$ cat config.mk
export PLATFORM = sky130hd
export DESIGN_NAME = uart_tx
export DESIGN_NICKNAME = d
export VERILOG_FILES = /design/src/rtl/uart_tx.sv
export SDC_FILE = /design/constraint.sdc
export NUM_CORES = 1
export LEC_CHECK = 0
export ABC_CLOCK_PERIOD_IN_PS = 4400
export CAP_MARGIN = 30
export CORE_MARGIN = 3
export CORE_UTILIZATION = 30
export CTS_BUF_LIST = sky130_fd_sc_hd__clkbuf_8
export CTS_CLUSTER_DIAMETER = 100
export DETAILED_ROUTE_END_ITERATION = 7
export MAX_ROUTING_LAYER = met4
export PLACE_DENSITY = 0.52
export SYNTH_ARGS = -nofsm -noshare
export SYNTH_HDL_FRONTEND = slang
export SYNTH_SLANG_ARGS = --single-unit
$ cat constraint.sdc
create_clock -name tx_clk -period 4.4 [get_ports tx_clk]
set_input_delay 1.1 -clock tx_clk [delete_from_list [all_inputs] [get_ports tx_clk]]
set_output_delay 1.1 -clock tx_clk [all_outputs]
set_load 0.05 [all_outputs]
$ cat src/rtl/uart_tx.sv
// 8N1 UART transmitter: start bit, DATA_BITS data bits LSB first, stop bit, CLKS_PER_BIT clocks per bit.
// Define UART_TX_PARITY_EN to insert an even-parity bit between the data bits and the stop bit.
module uart_tx #(
    parameter int CLKS_PER_BIT = 8,
    parameter int DATA_BITS    = 8
) (
    input  logic                 tx_clk,
    input  logic                 rst_n,
    input  logic                 en,
    input  logic                 start,
    input  logic [DATA_BITS-1:0] data_in,
    output logic                 data_out,
    output logic                 busy,
    output logic                 done
);

    localparam int CNT_W = $clog2(CLKS_PER_BIT);
    localparam int IDX_W = (DATA_BITS > 1) ? $clog2(DATA_BITS) : 1;

`ifdef UART_TX_PARITY_EN
    typedef enum logic [2:0] {IDLE, START, DATA, PARITY, STOP} state_t;
`else
    typedef enum logic [1:0] {IDLE, START, DATA, STOP} state_t;
`endif

    state_t               state_q, state_d;
    logic [CNT_W-1:0]     clk_cnt_q, clk_cnt_d;
    logic [IDX_W-1:0]     bit_idx_q, bit_idx_d;
    logic [DATA_BITS-1:0] shift_q, shift_d;
    logic                 tx_q, tx_d;
    logic                 done_q, done_d;
    logic                 bit_end;
`ifdef UART_TX_PARITY_EN
    logic                 parity_q, parity_d;
`endif

    assign bit_end  = (clk_cnt_q == CNT_W'(CLKS_PER_BIT - 1));
    assign data_out = tx_q;
    assign busy     = (state_q != IDLE);
    assign done     = done_q;

    always_ff @(posedge tx_clk or negedge rst_n) begin
        if (!rst_n) begin
            state_q   <= IDLE;
            clk_cnt_q <= '0;
            bit_idx_q <= '0;
            shift_q   <= '0;
            tx_q      <= 1'b1;
            done_q    <= 1'b0;
`ifdef UART_TX_PARITY_EN
            parity_q  <= 1'b0;
`endif
        end else begin
            state_q   <= state_d;
            clk_cnt_q <= clk_cnt_d;
            bit_idx_q <= bit_idx_d;
            shift_q   <= shift_d;
            tx_q      <= tx_d;
            done_q    <= done_d;
`ifdef UART_TX_PARITY_EN
            parity_q  <= parity_d;
`endif
        end
    end

    // The line level is computed one state ahead so data_out stays a plain flop.
    always_comb begin
        state_d   = state_q;
        clk_cnt_d = clk_cnt_q;
        bit_idx_d = bit_idx_q;
        shift_d   = shift_q;
        tx_d      = tx_q;
        done_d    = 1'b0;
`ifdef UART_TX_PARITY_EN
        parity_d  = parity_q;
`endif
        if (!en && state_q != IDLE) begin
            state_d   = IDLE;
            clk_cnt_d = '0;
            bit_idx_d = '0;
            tx_d      = 1'b1;
        end else begin
            case (state_q)
                IDLE: begin
                    tx_d      = 1'b1;
                    clk_cnt_d = '0;
                    bit_idx_d = '0;
                    if (en && start) begin
                        state_d  = START;
                        shift_d  = data_in;
                        tx_d     = 1'b0;
`ifdef UART_TX_PARITY_EN
                        parity_d = ^data_in;
`endif
                    end
                end
                START: begin
                    if (bit_end) begin
                        clk_cnt_d = '0;
                        state_d   = DATA;
                        tx_d      = shift_q[0];
                    end else begin
                        clk_cnt_d = clk_cnt_q + 1'b1;
                    end
                end
                DATA: begin
                    if (bit_end) begin
                        clk_cnt_d = '0;
                        shift_d   = shift_q >> 1;
                        if (bit_idx_q == IDX_W'(DATA_BITS - 1)) begin
                            bit_idx_d = '0;
`ifdef UART_TX_PARITY_EN
                            state_d   = PARITY;
                            tx_d      = parity_q;
`else
                            state_d   = STOP;
                            tx_d      = 1'b1;
`endif
                        end else begin
                            bit_idx_d = bit_idx_q + 1'b1;
                            tx_d      = shift_d[0];
                        end
                    end else begin
                        clk_cnt_d = clk_cnt_q + 1'b1;
                    end
                end
`ifdef UART_TX_PARITY_EN
                PARITY: begin
                    if (bit_end) begin
                        clk_cnt_d = '0;
                        state_d   = STOP;
                        tx_d      = 1'b1;
                    end else begin
                        clk_cnt_d = clk_cnt_q + 1'b1;
                    end
                end
`endif
                STOP: begin
                    if (bit_end) begin
                        clk_cnt_d = '0;
                        state_d   = IDLE;
                        tx_d      = 1'b1;
                        done_d    = 1'b1;
                    end else begin
                        clk_cnt_d = clk_cnt_q + 1'b1;
                    end
                end
                default: begin
                    state_d   = IDLE;
                    clk_cnt_d = '0;
                    bit_idx_d = '0;
                    tx_d      = 1'b1;
                end
            endcase
        end
    end

endmodule

---- Yosys cells after proc, flatten, opt, wreduce, memory -nomap -nowiden ----
Index checks and enable logic that the tools add are counted.
storage, ports and cells
  bits in registers ....................... 18
operators by class
  bitwise operators ....................... 1
  multiplexer cells ....................... 27
  equal/unequal tests ..................... 12
  reduce and logical (&&, ||, !) cells .... 12
  add/sub/neg operators ................... 2
operators by type and width
  kind                 count
  $mux 8               2
  $pmux 8 s2           1
  $mux 3               5
  $ne 3x3->1 const B   5
  $mux 2               6
  $pmux 3 s2           2
  $mux 1               9
  $pmux 2 s4           1
  $add 3x1->3 const B  2
  $eq 3x3->1 const B   2
  $reduce_and 5->1     1
  $eq 2x2->1 const B   2
  $ne 2x2->1 const B   2
  $pmux 1 s4           1
  $reduce_and 4->1     1
  $reduce_bool 2->1    2
  $reduce_and 3->1     1
  $reduce_bool 3->1    1
  $reduce_or 3->1      1
  $eq 2x1->1 const B   1
  $logic_and 1x1->1    2
  $logic_not 2->1      1
  $reduce_and 2->1     1
  $logic_not 1->1      1
  $not 1->1            1

---- Logic depth before layout (Yosys ltp) ----
  depth in word-level cells ............... 5
  mapped depth ............................ 7
  gate-level depth less buffers ........... 5

---- Least setup slack after synthesis ----
Ideal clock, no wire load.
  path type ............................... register to output
  from .................................... reg state_q[0]
  to ...................................... out busy
  arrival ................................. 1,001 ps
  slack ................................... 2,299 ps
  required time ........................... 3,300 ps
  stages on the path, launching flop included .. 5
  path buffers ............................ 1
  path through ............................ dfrtp_1 -> inv_1 -> ha_1 -> buf_4 -> inv_2
on the way
  longest elaborated chain between the ends .. 1
ends and longest elaborated chain
  item                      RTL line  source
  start: declaration        26        state_t state_q, state_d;
  start signal: assignment  54        state_q <= state_d;
  $reduce_bool 2->1         39        assign busy = (state_q != IDLE);
  end: declaration          13        output logic busy,
No other way between the ends.

---- Worst setup path after layout ----
Ends and elaborated chain as after synthesis.

==> impl_metrics.json <==
{
  "synthesis.area_per_instance_um2": 12.0,
  "combinationalPowerShare_pct": 49.2,
  "timing.setup.tns_ns": 0,
  "postSynthNetCount": 109,
  "ys_seq_area_share_pct": 42.4,
  "grt_setup_unrepaired": "false",
  "timing.final.max_slew_violations": 0,
  "via_count_of_the_first_global_routing_pass": 715,
  "routed-via-count": 732,
  "critical_path.cell_chain": "inv_1, ha_1, inv_2, clkdlybuf4s50_1",
  "yosysWarnings": 0,
  "worstPathRequired_ns": 3.30,
  "mappedNetlistArea_um2": 1070,
  "ant_nets": 0,
  "critPathKind": "reg2out",
  "cts_max_level": 1,
  "syn_inst": 89,
  "min_period_ns": 3.14,
  "critical-path-top-delay-family": "buffers and inverters",
  "die_area_um2": 4300,
  "grt_antenna_before_repair": 0,
  "area_growth_pct": 20.7,
  "count_of_distinct_cell_types_in_the_synthesized_netlist": 32,
  "seq_power_share_pct": 32.8,
  "critical-path-slowest-cell": "sky130_fd_sc_hd__clkdlybuf4s50_1",
  "setup_viol_count_final": 0,
  "worstHoldPathType": "reg2reg",
  "worst_setup_path_start_kind": "flop",
  "antenna_diode_instance_count": 0,
  "clkLatencyLatePin_ns": 0.26,
  "cts.root.buffer_cell": "sky130_fd_sc_hd__clkbuf_8",
  "initialDrtViolationCount": 40,
  "switching_power_mw": 0.282,
  "sink_count": 18,
  "path_buf_inv": 3,
  "ir_drop_uv": 182,
  "detail_route.first_pass.iterations": 4,
  "gr_usage_total_pct": 10.8,
  "p_leak_nw": 0.576,
  "global_route_wire_length_before_repair_um": 3390,
  "avgViaCountPerCell": 4.95,
  "status": "finished clean",
  "hpwlAfterDp_um": 1440,
  "drc": 0,
  "internal_power_mw": 0.499,
  "clock-skew-final_ns": 0.00580,
  "core-area_um2": 3390,
  "number_of_rows_in_the_core_area": 21,
  "routed_wire_length_per_instance_um": 13.8,
  "longest_clk_path_bufs": 2,
  "slew_headroom_pct": 44.4,
  "final_hold_fails": 0,
  "clock_power_share_pct": 17.9,
  "cp_slowest_stage_delay_ns": 0.81,
  "max_cap_violations": 0,
  "layout.nets": 123,
  "cts.clk_slew.worst_paths_ns": 0.07,
  "rrSetupSlack_ns": 2.21,
  "ctsHoldBuffers": 0,
  "critical_path.endpoint_type": "primary output",
  "floorplan.io_pins": 15,
  "cts_tree": "yes",
  "start_util_pct": 31.5,
  "synth.ff_latch_count": 18,
  "placedInstanceArea_um2": 1230,
  "tritoncts.num_buffers": 3,
  "grt_max_degree": 19,
  "pwr_density_cell_nw_per_um2": 607,
  "globalRouteOverflowTotal": 0,
  "critical_path_arrival_ns": 2.04,
  "layout_worst_path_cycle_share_pct": 71.3,
  "timing_worst_slew_pin_value_ns": 0.831,
  "highest_clock_frequency_the_design_can_meet_mhz": 319,
  "post_cts_buffers": 0,
  "placement.io_buffers": 14,
  "fp.dieH_um": 65.6,
  "wirelength_um": 2040,
  "swShare_pct": 36.1,
  "cts_repair_resize_count": 0,
  "finalInstanceArea_um2": 1290,
  "placer_s_final_routability_congestion_estimate": 0.760,
  "worstPathMaxFanout": 11,
  "drive_above_1_share_pct": 23.5,
  "die_width_um": 65.6
}
==> kinds of logic after synthesis <==
logic type	count (synthesis)	synth area share (%)
simple gates	20	10.2
mux	18	21.5
flops	18	42.4
compound gates	16	12.1
buf+inv	9	4.46
fa+ha+maj	8	9.39
==> path summary, 6_finish.rpt <==
check	endpoint	depth (start not counted)	startpoint
min in group asynchronous	bit_idx_q[2]$_DFFE_PN0P_	1	rst_n
hold reg to reg	clk_cnt_q[0]$_DFF_PN0_	1	clk_cnt_q[0]$_DFF_PN0_
setup / recovery	busy	4	state_q[0]$_DFFE_PN0P_
setup reg to reg	shift_q[3]$_DFFE_PN0P_	5	state_q[0]$_DFFE_PN0P_
max in group asynchronous	shift_q[3]$_DFFE_PN0P_	1	rst_n
hold / removal	clk_cnt_q[0]$_DFF_PN0_	1	clk_cnt_q[0]$_DFF_PN0_
==> cell type report <==
| class | count | area (µm²) |
|---|---|---|
| Clock buffer | 4 | 55.1 |
| Fill cell | 332 | 2100 |
| Inverter | 4 | 15.0 |
| Multi-Input combinational cell | 62 | 567 |
| Sequential cell | 18 | 452 |
| Tap cell | 46 | 57.6 |
| Timing Repair Buffer | 14 | 140 |
==> per-layer routing <==
metal  up-vias  wire length [µm]  GRT usage, %
li1        347                 -             -
met1       366               957          12.5
met2        17               968          17.4
met3         2               106          4.27
met4         0                12          3.11
met5         -                 0             -
==> worst register-to-register path, delay by kind of cell (launching register included) <==
family,cells,cell delay [ns]
AO/OA/AOI/OAI,1,0.19
adder cells (fa/ha/maj),1,0.64
multiplexers,2,0.71
flip-flops,1,0.41
buffers and inverters,1,0.12
==> through the flow <==
step | instances | utilization, % | setup slack (ns) | hold slack, ns | power (mW)
after floorplan | 89 | - | 2.30 | 0.414 | 0.574
final | 148 | 37.9 | 1.26 | 0.445 | 0.781
after detailed placement | 144 | 36.3 | 1.57 | 0.443 | 0.642
after CTS | 148 | 37.9 | 1.27 | 0.453 | 0.787
after global placement | 144 | 36.3 | 1.62 | 0.428 | 0.636
after global routing | 148 | 37.9 | 1.16 | 0.488 | 0.831
==> cell usage in the layout, fill, tap and decap left out, types with 2 or more instances in the layout <==
cell / count
sky130_fd_sc_hd__a21oi_1: 5
sky130_fd_sc_hd__nand2_1: 3
sky130_fd_sc_hd__mux2_2: 7
sky130_fd_sc_hd__nor4_1: 3
sky130_fd_sc_hd__o21ai_0: 3
sky130_fd_sc_hd__dfrtp_1: 17
sky130_fd_sc_hd__mux2_4: 8
sky130_fd_sc_hd__and2_1: 2
sky130_fd_sc_hd__mux2i_1: 3
sky130_fd_sc_hd__nor2_1: 6
sky130_fd_sc_hd__clkbuf_8: 4
sky130_fd_sc_hd__inv_1: 3
sky130_fd_sc_hd__ha_1: 8
sky130_fd_sc_hd__clkdlybuf4s50_1: 14
==> Yosys cell counts (all sizes together) <==
master	number	area (µm²)
o21ai	3	15.0
ha	8	100
nor3b	1	7.51
inv	4	15.0
o2bb2ai	1	8.76
buf	4	28.8
and2b	1	7.51
nor4bb	1	10.0
o21a	1	7.51
a22o	1	8.76
o211ai	1	21.3
a21bo	1	10.0
nor2	6	22.5
and2	2	12.5
dfstp	1	26.3
nand4	1	6.26
nor4	3	18.8
nor3	1	5.00
mux2	15	199
mux2i	3	30.0
a21oi	5	25.0
o311ai	1	16.3
clkbuf	1	3.75
a32oi	1	8.76
dfrtp	17	425
nand2	3	11.3
nand3b	1	7.51
a211oi	1	7.51
==> power groups by stage <==
stage	registers [mW]	logic, mW	clock network [mW]
after floorplan	0.262	0.312	0
after global placement	0.257	0.379	0
after detailed placement	0.259	0.383	0
after CTS	0.257	0.386	0.144
after global routing	0.266	0.412	0.154
final	0.256	0.384	0.140
==> registers in the layout, indices dropped and copies added, names as in the netlist <==
signal / flops
done: 1
clk_cnt_q: 3
shift_q: 8
data_out: 1
bit_idx_q: 3
state_q: 2
No activity file was read; power rests on OpenSTA's default activity.
==> RTL edit (same settings) <==
The parameter `DATA_BITS` goes from 8 to 16.
--- a/src/rtl/uart_tx.sv
+++ b/src/rtl/uart_tx.sv
@@ -2,7 +2,7 @@
 // Define UART_TX_PARITY_EN to insert an even-parity bit between the data bits and the stop bit.
 module uart_tx #(
     parameter int CLKS_PER_BIT = 8,
-    parameter int DATA_BITS    = 8
+    parameter int DATA_BITS    = 16
 ) (
     input  logic                 tx_clk,
     input  logic                 rst_n,
Interface: changed (resized data_in); port bits go from 15 to 23. The function was not compared with the original's and may differ.
==> RTL edit against the original RTL <==
- register-to-register slack got worse by 0.08 ns
- non-clock buffer count up 11
- sequential cell count grew 9
- worst hold slack about the same
- cell count rose by 41%
- cell area increased by 31%
- routed wire length up 33%
- area after synthesis is 30% higher
- first-iteration DRC count is 88% higher
- highest routed layer unchanged
- fmax rose by 2.1%
- die area rose by 27%
- worst setup slack better by 0.066 ns
- total power is 23% higher
- clock skew is essentially flat
==> RTL edit: results (changes against the original RTL) <==
Wire per inst: 13.1 µm (was 13.8 µm)
First-pass GRT wire length: 4730 µm (was 3390 µm)
Flop pwr share: 0.400 (was 0.328)
Yosys cell types: 29 (was 32)
Hold Crit Depth: 1 (unchanged)
Drt via density: 4.86 (was 4.95)
Hold Path Sink: clk_cnt_q[0] (unchanged)
ClkCell Share: 0.0274 (was 0.0428)
DP HPWL: 2010 µm (was 1440 µm)
Status: finished, final reports clean (unchanged)
Worst skew pair latency: 0.27 ns
Max VDD drop: 0.000265 V (was 0.000182 V)
Fillers: 427 (was 332)
P_comb: 434 µW (was 384 µW)
Bufs w/o clock: 25 (was 14)
Inserted Diodes: 0 (unchanged)
Compound-Gate Fraction of Synth Area: 0.136 (was 0.121)
Seq/Total Area, Yosys: 0.490 (was 0.424)
Top post-synthesis cells by count: dfrtp_1, nand2_1, mux2i_1 (was dfrtp_1, ha_1, mux2_4)
Seq area share: 0.401 (was 0.351)
Input/output buffers: 22 (was 14)
Clock Skews: 0.00583 ns (was 0.00580 ns)
Area contributors post-synth: dfrtp_1, mux2i_1, ha_1 (was dfrtp_1, mux2_4, ha_1)
Clock buffers: 3 (was 4)
Crit path to: busy (unchanged)
Drt initial violations: 75 (was 40)
Clock root buffer: clkbuf_8 (unchanged)
Register bit total from synthesis: 27 (was 18)
Worst Reg-to-Reg Cells: 7 (was 5)
Area of the multi-input gates: 641 µm² (was 567 µm²)
Sw Ratio: 0.393 (was 0.361)
Syn_nets: 163 (was 109)
R2r endpoint: data_out (was shift_q[3])
Final Power: 959 µW (was 781 µW)
CP max FO: 8 (was 11)
CP required: 3.30 ns (about the same)
Inverters: 4 (unchanged)
Setup slack, reg-to-reg: 2.13 ns (was 2.21 ns)
CTS resizes: 0 (unchanged)
Htree depth: 1 (unchanged)
Share of post-route cells with drive strength above 1: 0.0705 (was 0.235)
Adder-Cell Fraction of Synth Area: 0.0633 (was 0.0939)
Hold_ws: 0.445 ns (about the same)
Mux cell area share after synthesis: 0.130 (was 0.215)
Slew headroom: 0.578 (was 0.444)
Worst path slowest cell: clkdlybuf4s50_1 (unchanged)
Total GRT Usage: 0.114 (was 0.108)
Number of global-route vias before repair: 1042 (was 715)
Largest net degree at the start of global routing: 32 (was 19)
Largest regs: shift_q (16), bit_idx_q (4), clk_cnt_q (3) (was shift_q (8), bit_idx_q (3), clk_cnt_q (3))
Clock-pin slew on the worst setup and hold paths: 0.09 ns (was 0.07 ns)
Non-clk buf share: 0.144 (was 0.109)
Hold_sp: clk_cnt_q[0] (unchanged)
Leak Pwr: 0.757 nW (was 0.576 nW)
Max FFs per register: 16 (was 8)
NumNets Final: 184 (was 123)
Multi-input comb cells: 96 (was 62)
Final GP Congestion: 0.924 (was 0.760)
RTL edit: cell count changes in the layout (fill, tap and decap cells not counted), moves of 7 or more:
cell             change
clkdlybuf4s50_1      +8
dfrtp_1              +9
mux2_2               -7
mux2_4               -8
mux2i_1             +15
nand2_1             +20
o21ai_1             +16
RTL edit: metal layers:
layer	global-route usage	share of wire	vias up
li1	-	-	516
met1	0.146	0.48	464
met2	0.182	0.45	27
met3	0.0356	0.057	4
met4	0.0181	0.0073	0
met5	-	0	-
RTL edit: stage by stage:
| stage | setup WS (ns) | cells | instance area (µm²) | util |
|---|---|---|---|---|
| 2_1_floorplan | 2.21 | 136 | 1380 | - |
| 3_3_place_gp | 1.66 | 204 | 1640 | 0.372 |
| 3_5_place_dp | 1.59 | 204 | 1640 | 0.372 |
| 4_1_cts | 1.31 | 208 | 1690 | 0.382 |
| 5_1_grt | 1.24 | 208 | 1690 | 0.382 |
| 6_report | 1.33 | 208 | 1690 | 0.382 |
